## config.mk

```make
export PLATFORM = sky130hd
export DESIGN_NAME = ws2811_rx
export DESIGN_NICKNAME = d
export VERILOG_FILES = /design/src/rtl/ws2811_pkg.sv /design/src/rtl/ws2811_pulse_meas.sv /design/src/rtl/ws2811_rx.sv
export SDC_FILE = /design/constraint.sdc
export NUM_CORES = 1
export LEC_CHECK = 0
export BUFFER_PORTS_ARGS = -buffer_cell sky130_fd_sc_hd__buf_4
export CAP_MARGIN = 20
export CORE_MARGIN = 5
export CORE_UTILIZATION = 50
export CTS_CLUSTER_DIAMETER = 80
export DETAILED_ROUTE_END_ITERATION = 10
export GPL_TIMING_DRIVEN = 0
export PLACE_DENSITY_LB_ADDON = 0.08
export RECOVER_POWER = 50
export SLEW_MARGIN = 20
export SYNTH_ARGS = -nofsm -noshare
export SYNTH_HDL_FRONTEND = slang
export SYNTH_SLANG_ARGS = --single-unit
```

## constraint.sdc

```tcl
create_clock -name CLKIN -period 3.56 [get_ports CLKIN]
set_input_delay 0.178 -clock CLKIN [delete_from_list [all_inputs] [get_ports CLKIN]]
set_output_delay 0.178 -clock CLKIN [all_outputs]
set_load 0.01 [all_outputs]
```

## src/rtl/ws2811_pkg.sv

```systemverilog
// Shared types and constants for the WS2811 receiver.
//   rx_state_e : receiver FSM states
//   PIX_W      : bits per GRB pixel
//   BIT_TICKS, T0H, T1H : transmitter bit timing in clock cycles (bit period,
//                         high time of a "0", high time of a "1")
//   BC_W       : width of the per-pixel bit counter
package ws2811_pkg;

  typedef enum logic [1:0] {
    SYNC = 2'd0,
    IDLE = 2'd1,
    HIGH = 2'd2
  } rx_state_e;

  localparam int PIX_W     = 24;
  localparam int BIT_TICKS = 16;
  localparam int T0H       = 4;
  localparam int T1H       = 9;
  localparam int BC_W      = $clog2(PIX_W);

endpackage

```

## src/rtl/ws2811_pulse_meas.sv

```systemverilog
// Line front end for the WS2811 receiver: two-flop synchronizer, edge detect
// and a saturating timer that restarts on every line edge.
// Ports:
//   clk, rst_n : clock, asynchronous active-low reset
//   din        : raw serial line (asynchronous to clk)
//   din_s      : synchronized line level
//   rise, fall : single-cycle edge strobes of din_s
//   timer      : cycles since the last edge, minus one (saturating)
//   width      : cycles the current level has held before this one
//                (timer + 1, saturating); at a fall this is the pulse width
module ws2811_pulse_meas #(
  parameter int CW = 8
) (
  input  logic          clk,
  input  logic          rst_n,
  input  logic          din,
  output logic          din_s,
  output logic          rise,
  output logic          fall,
  output logic [CW-1:0] timer,
  output logic [CW-1:0] width
);

  logic          din_meta_q, din_meta_d;
  logic          din_s_q, din_s_d;
  logic          din_d_q, din_d_d;
  logic [CW-1:0] timer_q, timer_d;

  assign din_s = din_s_q;
  assign rise  = din_s_q & ~din_d_q;
  assign fall  = ~din_s_q & din_d_q;
  assign timer = timer_q;
  assign width = (timer_q == '1) ? timer_q : timer_q + CW'(1);

  always_comb begin
    din_meta_d = din;
    din_s_d    = din_meta_q;
    din_d_d    = din_s_q;
    timer_d    = timer_q;
    if (rise || fall) begin
      timer_d = '0;
    end else if (timer_q != '1) begin
      timer_d = timer_q + CW'(1);
    end
  end

  always_ff @(posedge clk or negedge rst_n) begin
    if (!rst_n) begin
      din_meta_q <= 1'b0;
      din_s_q    <= 1'b0;
      din_d_q    <= 1'b0;
      timer_q    <= '0;
    end else begin
      din_meta_q <= din_meta_d;
      din_s_q    <= din_s_d;
      din_d_q    <= din_d_d;
      timer_q    <= timer_d;
    end
  end

endmodule

```

## src/rtl/ws2811_rx.sv

```systemverilog
// WS2811 single-wire receiver: decodes high-pulse widths into bits, assembles
// 24-bit GRB pixels and detects the latch gap. With PASS=1 it behaves like an
// LED chip: keeps the first pixel of a frame and regenerates the rest on DOUT.
// Ports:
//   CLKIN, RESETN : clock, asynchronous active-low reset
//   DIN           : serial data in (asynchronous)
//   PIXEL         : last captured pixel {G,R,B}, first bit received in [23]
//   PIXEL_VALID   : one-cycle pulse when PIXEL updates
//   LATCH         : one-cycle pulse on a reset/latch gap
//   PIXCNT        : pixels decoded in the current frame (saturating)
//   DOUT          : regenerated stream (PASS=1), otherwise 0
//   ERR           : one-cycle pulse on any protocol error
//
// state | meaning
// ------+-----------------------------------------------------------
// SYNC  | after reset/error; waiting for TRESET low cycles, no decode
// IDLE  | line low between bits; watching for a rise or a latch gap
// HIGH  | measuring a high pulse; decides the bit at the fall
module ws2811_rx
  import ws2811_pkg::*;
#(
  parameter int TH_MIN = 2,
  parameter int T1_MIN = 7,
  parameter int TH_MAX = 15,
  parameter int TRESET = 64,
  parameter int PASS   = 1,
  parameter int CW     = 8
) (
  input  logic             CLKIN,
  input  logic             RESETN,
  input  logic             DIN,
  output logic [PIX_W-1:0] PIXEL,
  output logic             PIXEL_VALID,
  output logic             LATCH,
  output logic [7:0]       PIXCNT,
  output logic             DOUT,
  output logic             ERR
);

  localparam logic [CW-1:0]   TH_MIN_C = CW'(TH_MIN);
  localparam logic [CW-1:0]   T1_MIN_C = CW'(T1_MIN);
  localparam logic [CW-1:0]   TH_MAX_C = CW'(TH_MAX);
  localparam logic [CW-1:0]   TRESET_C = CW'(TRESET);
  localparam logic [BC_W-1:0] LAST_BIT = BC_W'(PIX_W - 1);

  logic          din_s, rise, fall;
  logic [CW-1:0] timer, width;

  ws2811_pulse_meas #(.CW(CW)) u_meas (
    .clk   (CLKIN),
    .rst_n (RESETN),
    .din   (DIN),
    .din_s (din_s),
    .rise  (rise),
    .fall  (fall),
    .timer (timer),
    .width (width)
  );

  rx_state_e        state_q, state_d;
  logic [PIX_W-1:0] shift_q, shift_d;
  logic [PIX_W-1:0] pixel_q, pixel_d;
  logic [BC_W-1:0]  bitcnt_q, bitcnt_d;
  logic [7:0]       pixcnt_q, pixcnt_d;
  logic             pv_q, pv_d;
  logic             latch_q, latch_d;
  logic             err_q, err_d;
  logic             fwd_q, fwd_d;
  logic             dout_q, dout_d;
  logic             bit_val;

  always_comb begin
    state_d  = state_q;
    shift_d  = shift_q;
    pixel_d  = pixel_q;
    bitcnt_d = bitcnt_q;
    // PIXCNT shows the frame total during the LATCH pulse, then clears.
    pixcnt_d = latch_q ? 8'd0 : pixcnt_q;
    pv_d     = 1'b0;
    latch_d  = 1'b0;
    err_d    = 1'b0;
    fwd_d    = fwd_q;
    bit_val  = (width >= T1_MIN_C);

    case (state_q)
      SYNC: begin
        if (!din_s && width >= TRESET_C) state_d = IDLE;
      end
      IDLE: begin
        if (rise) begin
          state_d = HIGH;
        end else if (!din_s && width == TRESET_C) begin
          // Equality keeps this to one LATCH per gap while the timer saturates.
          latch_d  = 1'b1;
          bitcnt_d = '0;
          shift_d  = '0;
          fwd_d    = 1'b0;
          if (bitcnt_q != '0) err_d = 1'b1;
        end
      end
      HIGH: begin
        if ((din_s && timer > TH_MAX_C) || (fall && width > TH_MAX_C)) begin
          err_d    = 1'b1;
          state_d  = SYNC;
          bitcnt_d = '0;
          shift_d  = '0;
          fwd_d    = 1'b0;
        end else if (fall) begin
          state_d = IDLE;
          if (width < TH_MIN_C) begin
            // Glitch: report it but keep the bits already collected.
            err_d = 1'b1;
            fwd_d = 1'b0;
          end else begin
            shift_d = {shift_q[PIX_W-2:0], bit_val};
            if (bitcnt_q == LAST_BIT) begin
              bitcnt_d = '0;
              pixcnt_d = (pixcnt_q == 8'hFF) ? pixcnt_q : pixcnt_q + 8'd1;
              if (PASS == 0 || !fwd_q) begin
                pixel_d = shift_d;
                pv_d    = 1'b1;
              end
              // Decision happens while the line is low, so forwarding never
              // starts in the middle of a pulse.
              if (PASS != 0) fwd_d = 1'b1;
            end else begin
              bitcnt_d = bitcnt_q + BC_W'(1);
            end
          end
        end
      end
      default: state_d = SYNC;
    endcase

    // Using fwd_d lets DOUT drop on the same cycle the forward flag clears.
    dout_d = (PASS != 0) ? (din_s & fwd_d) : 1'b0;
  end

  always_ff @(posedge CLKIN or negedge RESETN) begin
    if (!RESETN) begin
      state_q  <= SYNC;
      shift_q  <= '0;
      pixel_q  <= '0;
      bitcnt_q <= '0;
      pixcnt_q <= '0;
      pv_q     <= 1'b0;
      latch_q  <= 1'b0;
      err_q    <= 1'b0;
      fwd_q    <= 1'b0;
      dout_q   <= 1'b0;
    end else begin
      state_q  <= state_d;
      shift_q  <= shift_d;
      pixel_q  <= pixel_d;
      bitcnt_q <= bitcnt_d;
      pixcnt_q <= pixcnt_d;
      pv_q     <= pv_d;
      latch_q  <= latch_d;
      err_q    <= err_d;
      fwd_q    <= fwd_d;
      dout_q   <= dout_d;
    end
  end

  assign PIXEL       = pixel_q;
  assign PIXEL_VALID = pv_q;
  assign LATCH       = latch_q;
  assign PIXCNT      = pixcnt_q;
  assign DOUT        = dout_q;
  assign ERR         = err_q;

endmodule

```

==> results of run 1 <==
[kinds of logic (layout without fill, tap and decap cells)]
group,after synthesis,in the layout
buffers and inverters,41,96
muxes,54,54
adders and majority gates,11,11
and+or+nand+nor,105,105
AOI/OAI and AO/OA,56,56
xor gates and xnor gates,2,2
DFF,78,78
[layout by cell type (no fill, tap or decap), drive strengths merged, types with 2 or more instances in the layout]
master,n
dfrtp,78
mux2,39
buf,37
clkbuf,28
nor2,27
inv,27
nand2,25
a21oi,16
mux2i,15
ha,11
nand3,9
and3,7
nor3,7
and2,6
nand4,6
and4,5
a311oi,3
a21o,3
o21ai,3
a21boi,3
a211oi,3
o211ai,3
a31oi,3
nor2b,2
nor4b,2
o21a,2
a41oi,2
o2bb2ai,2
xor2,2
bufinv,2
or3,2
[final timing paths]
path / slack [ns] / end / from
hold reg to reg: 0.36 / u_meas.din_s / u_meas.din_meta_q
hold / removal: 0.32 / PIXCNT[6] / RESETN
setup reg to reg: 0.73 / PIXEL[14] / u_meas.timer[1]
max in group asynchronous: 2.12 / DOUT / RESETN
min in group CLKIN: 0.36 / u_meas.din_s / u_meas.din_meta_q
setup / recovery: 0.73 / PIXEL[14] / u_meas.timer[1]
[area by class of cell]
cell class / instances / area, um^2 / area share (%)
flip-flops and latches: 78 / 1950 / 43.3
multi-input cells: 228 / 1740 / 38.7
repair buffers: 39 / 236 / 5.25
plain buffers: 18 / 134 / 2.97
well taps: 102 / 128 / 2.83
clock buffers: 9 / 124 / 2.75
clock inverters: 7 / 103 / 2.28
inverters: 23 / 86.3 / 1.92
[routing by layer]
| metal | share of wire (%) | GRT usage [%] |
|---|---|---|
| met5 | 0 | 0 |
| met4 | 1.7 | 5.57 |
| met3 | 4.5 | 4.39 |
| met2 | 45 | 26.1 |
| met1 | 49 | 24.3 |
[worst reg2reg max path, cell delays in order, from the launching register on]
cell and delay (ns):
dfrtp_1 0.44, ha_1 0.26, and3_1 0.18, buf_4 0.15
nand4_1 0.18, a221oi_4 0.44, nand3_2 0.24, nor2_4 0.24
buf_4 0.23, mux2_1 0.37
[state kept, by name (all words and copies together) (netlist names), 2 cells and up]
register	flops
PIXCNT	8
PIXEL	24
bitcnt_q	5
shift_q	23
state_q	2
u_meas.timer	8
[stage by stage]
step                utilization, %  hold slack, ns  cell area (um^2)
global placement              56.3           0.289              4330
global route                  58.6           0.387              4510
CTS                           59.4          0.0130              4570
floorplan                        -          -0.118              3920
finish                        58.6           0.319              4510
detailed placement            56.3           0.289              4330
[report_power, final]
group / switching [mW] / internal, mW / total [mW]
combinational: 0.0653 / 0.0302 / 0.0955
sequential: 0.00719 / 0.892 / 0.900
clock: 0.358 / 0.406 / 0.764
==> results_dict.tcl, run 1 <==
set metrics [dict create \
    outcome "finished, violations left" \
    violations "max-capacitance violations, max-slew violations" \
    antennaDiodeCount 0 \
    synthMuxAreaShare_pct 15.0 \
    peakVddDrop_mv 0.185 \
    synth_cell_types 61 \
    clk_path_buf_depth 2 \
    fp.dieH_um 98.5 \
    portBuffers 38 \
    die_area_um2 9700 \
    yosys_warnings 0 \
    dp_slack_ns 0.753 \
    cts_max_level 3 \
    path_depth 9 \
    fin_nets 411 \
    drt_first_pass_iters 4 \
    synth_compound_area_share_pct 10.7 \
    path_cells "ha_1, and3_1, buf_4, nand4_1, a221oi_4, nand3_2, nor2_4, buf_4, mux2_1" \
    final_max_slew_viol_count 79 \
    maxSlewHeadroom_pct -24.5 \
    fmax_mhz 353 \
    grt_usage_pct 17.2 \
    routed_wl_um 7760 \
    start_kind "register" \
    setup-tns-final_ns 0 \
    reg2reg_depth 9 \
    yosysSeqAreaShare_pct 49.8 \
    crit_type "reg2reg" \
    layout-drive-gt1-share_pct 22.1 \
    grt_pass1_vias 2772 \
    synth_edf_count 0 \
    finClkSkew_ns 0.0164 \
    synth_common_cells "dfrtp_1, nor2_1, mux2_2, nand2_1, inv_1" \
    antenna_found_initial 0 \
    rows 32 \
    power_per_cell_area_nw_per_um2 390 \
    dp_hpwl_um 5290 \
    hold_viol 0 \
    routedWlPerCell_um 15.4 \
    post-cts-setup-buffer-count 0 \
    total_power_mw 1.76 \
    synthTopCellsByArea "dfrtp_1, mux2_2, mux2_1" \
    vias 2756 \
    crit_buf_inv 2 \
    syn_inst 347 \
    synth_top_family_by_area "multiplexers" \
    worst_slack_ns 0.727 \
    fin_cells 504 \
    async_reset_ff_share_pct 100 \
    cp.required_ns 3.80 \
    ys_ff_latch 78 \
    syn-cell-area_um2 3920 \
    yosysTopAreaCellShare_pct 49.8 \
    grt_pass1_wl_um 13500 \
    path_common_cell "buf_4" \
    vias_per_cell 5.47 \
    fin_crit_sh_pct 79.6 \
    clkTransAtPathRegs_ns 0.10 \
    rsz0062_at_grt "no" \
    cp.arrival_ns 3.07 \
    grt-ovfl-total 0 \
    post_cts_resized 0 \
    avgSynthCellArea_um2 11.3 \
    yosys.area_share.simple_pct 14.8 \
    cts-root-buf "clkbuf_8" \
    synth.most_common_cell "dfrtp_1" \
    yosys.area.top_type "dfrtp_1" \
    synthXorXnorAreaFrac_pct 0.447 \
    leakagePower_nw 2.20 \
    synth_fp_nets 361 \
    synth_fa_ha_area_share_pct 3.51 \
    die_w_um 98.5 \
    synth_ff_type "dfrtp_1" \
    hp-class "in2async" \
    core_area_um2 7690 \
    fillers 718 \
    critPathTopFamily "simple AND/OR/NAND/NOR gates" \
    drcViolationCount 0 \
    drt_iter0_markers 77 \
    critical_path.max_stage_delay_ns 0.44 \
    placed_cells 487 \
    cp-end-kind "register" \
    max_slew.worst_pin.slew_ns 1.87 \
    path_max_fanout 10 \
    gp_congestion 0.822 \
    cap_violations 1 \
    cts.sinks 78 \
    setup_viol 0 \
    cts-buffers-inserted 9 \
    grt_max_degree 79 \
    cts_hold_buffers 1 \
    period_minus_slack_ns 2.83 \
    clk_latency_ns 0.36 \
    num_io_pins 39 \
    antenna_left 0 \
    cts_tree "done" \
    start_util_pct 50.9 \
    area_growth_pct 15.1 \
    cp_slowest_cell "dfrtp_1" \
]
(Power assumes the default switching activity.)
==> run 2: changes to the inputs <==
- clock period: 3.56 -> 2.35 ns (I/O delays scaled with it)
==> run 2 against run 1 <==
Effect of this change: the run ends with max-capacitance violations, max-slew violations, negative setup slack left; wire length up 13%; final area up 14%; clock power is 39% higher; via count grew 7.4%; hold slack better by 0.037 ns; critical path type unchanged; largest power group unchanged; highest routed layer unchanged.
==> results_dict.tcl, run 2 (synthesis results as in run 1) <==
set metrics [dict create \
    period_minus_slack_ns 2.50 \
    fmax_mhz 399 \
    start_util_pct 50.9 \
    cts_max_level 3 \
    finClkSkew_ns 0.00941 \
    leakagePower_nw 2.39 \
    fin_cells 536 \
    crit_buf_inv 2 \
    num_io_pins 39 \
    cts_tree "done" \
    die_area_um2 9700 \
    core_area_um2 7690 \
    gp_congestion 0.783 \
    setup_viol 55 \
    layout_common_cells "dfrtp_1, clkbuf_1, mux2_4" \
    start_kind "register" \
    antenna_left 0 \
    maxSlewHeadroom_pct -26.8 \
    cts-buffers-inserted 9 \
    setup-tns-final_ns -4.34 \
    path_cells "ha_4, a311oi_2, a31oi_4, a221o_1, or3_4, nand3_4, buf_12, buf_12, mux2_4" \
    dp_hpwl_um 5450 \
    area_growth_pct 31.2 \
    path_common_cell "buf_12" \
    antenna_found_initial 0 \
    routedWlPerCell_um 16.4 \
    critical_path.max_stage_delay_ns 0.45 \
    placed_cells 487 \
    cp_slowest_cell "dfrtp_2" \
    peakVddDrop_mv 0.373 \
    grt_max_degree 79 \
    clk_path_buf_depth 2 \
    cp.required_ns 2.59 \
    fin_crit_sh_pct 107 \
    layout_commonest_cell "dfrtp_1" \
    drt_first_pass_iters 4 \
    largest_reg_flops 24 \
    hp-class "reg2reg" \
    antennaDiodeCount 0 \
    die_w_um 98.5 \
    violations "max-capacitance violations, max-slew violations, negative setup slack" \
    layout-drive-gt1-share_pct 34.1 \
    outcome "finished, violations left" \
    fillers 608 \
    grt-ovfl-total 0 \
    portBuffers 38 \
    grt_pass1_wl_um 14500 \
    power_per_cell_area_nw_per_um2 521 \
    fin_nets 443 \
    clk_latency_ns 0.36 \
    hold_viol 0 \
    final_max_slew_viol_count 79 \
    clkTransAtPathRegs_ns 0.09 \
    crit_type "reg2reg" \
    grt_pass1_vias 2906 \
    worst_slack_ns -0.153 \
    vias_per_cell 5.52 \
    path_max_fanout 4 \
    cap_violations 1 \
    cp.arrival_ns 2.75 \
    cts.sinks 78 \
    cts-root-buf "clkbuf_8" \
    rsz0062_at_grt "yes" \
    r2r_slack_ns -0.15 \
    drcViolationCount 0 \
    routed_wl_um 8780 \
    rows 32 \
    max_slew.worst_pin.slew_ns 1.90 \
    drt_iter0_markers 152 \
    cp-end-kind "register" \
    critPathTopFamily "compound AO/OA/AOI/OAI gates" \
    grt_usage_pct 18.4 \
    vias 2959 \
    fp.dieH_um 98.5 \
]
-- run 2: routing by layer --
layer	GRT usage, %	routed length, um
met1	26.7	4150
met2	27.0	4050
met3	4.88	401
met4	5.57	173
met5	0	0
-- run 2: repair_timing --
| item | in CTS | in global routing |
|---|---|---|
| cloned | 1 | 0 |
| buffers inserted | 24 | 11 |
| resized for setup | 33 | 53 |
| endpoints found under the setup margin | 63 | 64 |
| hold endpoints to repair | 79 | 0 |
| pin swaps | 9 | 20 |
| hold buffers | 2 | 0 |
-- run 2: where the power goes --
group | total (mW) | internal (mW) | switching, mW
Combinational | 0.254 | 0.109 | 0.145
Sequential | 1.36 | 1.35 | 0.0121
Clock | 1.06 | 0.506 | 0.553
-- run 2: metrics by stage --
stage	utilization [%]	setup slack [ns]	hold WS [ns]	power, mW	instance area, um^2
after global routing	66.8	-0.210	0.387	2.80	5140
after global placement	57.5	-0.429	0.228	1.53	4420
after floorplan	-	-0.140	-0.178	1.48	4010
after CTS	65.1	-0.186	0.360	2.66	5010
final	66.8	-0.153	0.356	2.68	5140
after detailed placement	57.5	-0.475	0.228	1.54	4420
-- run 2: final cells by class --
cell class,count,area [um^2],area share (%)
plain buffers,14,159,3.09
multi-input cells,228,2100,40.9
well taps,102,128,2.48
inverters,23,86.3,1.68
clock buffers,9,124,2.41
flip-flops and latches,78,1950,38.0
clock inverters,7,80.1,1.56
repair buffers,75,505,9.84
-- run 2: worst paths after layout --
path                            cells after the start         startpoint               to
worst max register to register                      9    u_meas.timer[0]       shift_q[6]
worst max-delay path                                9    u_meas.timer[0]       shift_q[6]
min in group asynchronous                           2             RESETN        PIXCNT[6]
worst min register to register                      0  u_meas.din_meta_q     u_meas.din_s
max in group asynchronous                           2             RESETN  u_meas.timer[0]
worst min-delay path                                0  u_meas.din_meta_q     u_meas.din_s
==> run 3: changes to the inputs <==
- SYNTH_HIERARCHICAL: not set -> 1
==> run 3 against run 2 <==
Effect of this change: the run still ends with max-capacitance violations, max-slew violations, negative setup slack left; flip-flop and latch count did not move; sequential power barely moved; critical path depth rose by 2; die area fell by 6.7%; global-route usage rose by 0.60 points; count of clock-buffer cells in the layout rose by 1; synthesized area fell by 7.4%; hold slack got worse by 0.0049 ns; via count fell by 6.5%; critical path type unchanged; largest cell class is now flip-flops and latches.
==> results_dict.tcl, run 3 <==
set metrics [dict create \
    outcome "finished, violations left" \
    violations "max-capacitance violations, max-slew violations, negative setup slack" \
    syn_inst 296 \
    drt_iter0_markers 151 \
    finClkSkew_ns 0.00952 \
    start_util_pct 50.8 \
    grt_pass1_vias 2650 \
    vias_per_cell 5.74 \
    num_io_pins 39 \
    cts-root-buf "clkbuf_8" \
    clkTransAtPathRegs_ns 0.08 \
    cts.sinks 78 \
    rsz0062_at_grt "yes" \
    final_max_slew_viol_count 79 \
    fillers 567 \
    die_area_um2 9050 \
    fin_nets 391 \
    vias 2766 \
    dp_hpwl_um 4940 \
    drt_first_pass_iters 4 \
    placed_cells 433 \
    period_minus_slack_ns 2.57 \
    cts-buffers-inserted 9 \
    antenna_found_initial 0 \
    hold-worst-slack_ns 0.351 \
    path_max_fanout 7 \
    fmax_mhz 389 \
    cp-end-kind "register" \
    synth.most_common_cell "dfrtp_1" \
    fp.dieH_um 95.1 \
    async_reset_ff_share_pct 100 \
    yosys.area.top_type "dfrtp_1" \
    fin_crit_sh_pct 109 \
    layout-drive-gt1-share_pct 34.2 \
    start_kind "register" \
    grt-ovfl-total 0 \
    drcViolationCount 0 \
    rows 31 \
    synth_edf_count 0 \
    routedWlPerCell_um 17.8 \
    yosys_warnings 6 \
    setup-tns-final_ns -9.15 \
    largest_reg_flops 24 \
    cp.required_ns 2.64 \
    gp_congestion 0.854 \
    synthTopCellsByArea "dfrtp_1, mux2_1, a22o_1" \
    cts_max_level 3 \
    core_area_um2 7140 \
    peakVddDrop_mv 0.329 \
    layout_commonest_cell "dfrtp_1" \
    max_slew.worst_pin.slew_ns 1.88 \
    cts_tree "done" \
    area_growth_pct 34.2 \
    cap_violations 1 \
    grt_usage_pct 19.0 \
    die_w_um 95.1 \
    antenna_left 0 \
    synth_cell_types 60 \
    grt_max_degree 79 \
    cp.arrival_ns 2.86 \
    layout_common_cells "dfrtp_1, clkbuf_1, a22o_1, mux2_4" \
    hp-class "reg2reg" \
    routed_wl_um 8560 \
    setup_viol 61 \
    avgSynthCellArea_um2 12.2 \
    maxSlewHeadroom_pct -25.5 \
    clk_path_buf_depth 2 \
    hold_viol 0 \
    post-route-util_pct 68.2 \
    portBuffers 38 \
    fin_cells 482 \
    worst_slack_ns -0.218 \
    clk_latency_ns 0.35 \
    synth_fp_nets 309 \
    crit_type "reg2reg" \
    syn-cell-area_um2 3620 \
    grt_pass1_wl_um 13400 \
    antennaDiodeCount 0 \
    synth_common_cells "dfrtp_1, a22o_1, inv_1, mux2_1, nand2_1" \
    leakagePower_nw 2.18 \
    synth_ff_type "dfrtp_1" \
    power_per_cell_area_nw_per_um2 523 \
    yosysTopAreaCellShare_pct 53.8 \
    ys_ff_latch 78 \
    yosysSeqAreaShare_pct 53.8 \
]
run 3: where the power goes:
part | switching, mW | leakage (nW) | internal, mW
Combinational | 0.0985 | 1.02 | 0.0584
Clock | 0.518 | 0.0891 | 0.496
Sequential | 0.0204 | 1.07 | 1.35
Total | 0.637 | 2.18 | 1.91
run 3: cell families after synthesis:
logic type | after synthesis | share of synthesized area, %
multiplexers | 25 | 7.77
AO/OA/AOI/OAI | 82 | 18.2
AND/OR/NAND/NOR | 72 | 12.9
XOR/XNOR | 1 | 0.242
adder cells (fa/ha/maj) | 10 | 3.45
flip-flops | 78 | 53.8
buffers and inverters | 28 | 3.56
run 3: stage by stage:
| stage | cell area [um^2] | power, mW | setup WS, ns |
|---|---|---|---|
| 2_1_floorplan | 3770 | 1.47 | -0.333 |
| 3_3_place_gp | 4180 | 1.52 | -0.676 |
| 3_5_place_dp | 4180 | 1.52 | -0.695 |
| 4_1_cts | 4820 | 2.56 | -0.164 |
| 5_1_grt | 4870 | 2.66 | -0.288 |
| 6_report | 4870 | 2.55 | -0.218 |
run 3: worst paths after layout:
kind / slack [ns] / endpoint / depth (start not counted) / startpoint
min in group asynchronous: 0.82 / PIXCNT[3] / 2 / RESETN
max reg2reg: -0.22 / shift_q[13] / 11 / u_meas/timer[0]
min reg2reg: 0.35 / u_meas/din_s / 0 / u_meas/din_meta_q
max in group asynchronous: 0.28 / u_meas/timer[0] / 2 / RESETN
min: 0.35 / u_meas/din_s / 0 / u_meas/din_meta_q
max: -0.22 / shift_q[13] / 11 / u_meas/timer[0]
run 3: routing by layer:
layer | track usage, % | routed length (um) | vias to the layer above
li1 | - | - | 1292
met1 | 27.7 | 4130 | 1412
met2 | 27.9 | 4020 | 56
met3 | 3.24 | 332 | 6
met4 | 7.57 | 72 | 0
met5 | 0 | 0 | -
run 3: final cells by class:
type / instances / area, um^2 / share of cell area [%]
well taps: 99 / 124 / 2.55
flip-flops and latches: 78 / 1960 / 40.3
clock buffers: 10 / 128 / 2.62
inverters: 19 / 71.3 / 1.47
multi-input cells: 190 / 1870 / 38.5
plain buffers: 9 / 123 / 2.52
clock inverters: 6 / 70.1 / 1.44
repair buffers: 71 / 515 / 10.6
run 3: what timing repair did:
item,CTS,global route
pin swaps,22,11
gates cloned,3,3
setup buffers,23,2
hold buffers,2,0
resized for setup,53,19
endpoints found under the setup margin,64,65
endpoints found under the hold margin,79,0
run 3: critical path, stage by stage, from the launching register on:
cell and delay (ns):
dfrtp_2 0.46, ha_4 0.19, and3_4 0.20, and3_4 0.19, a21oi_4 0.19, nor4b_4 0.29
a41oi_2 0.18, buf_4 0.19, nor3_4 0.15, buf_6 0.18, clkbuf_16 0.16, a22o_1 0.13
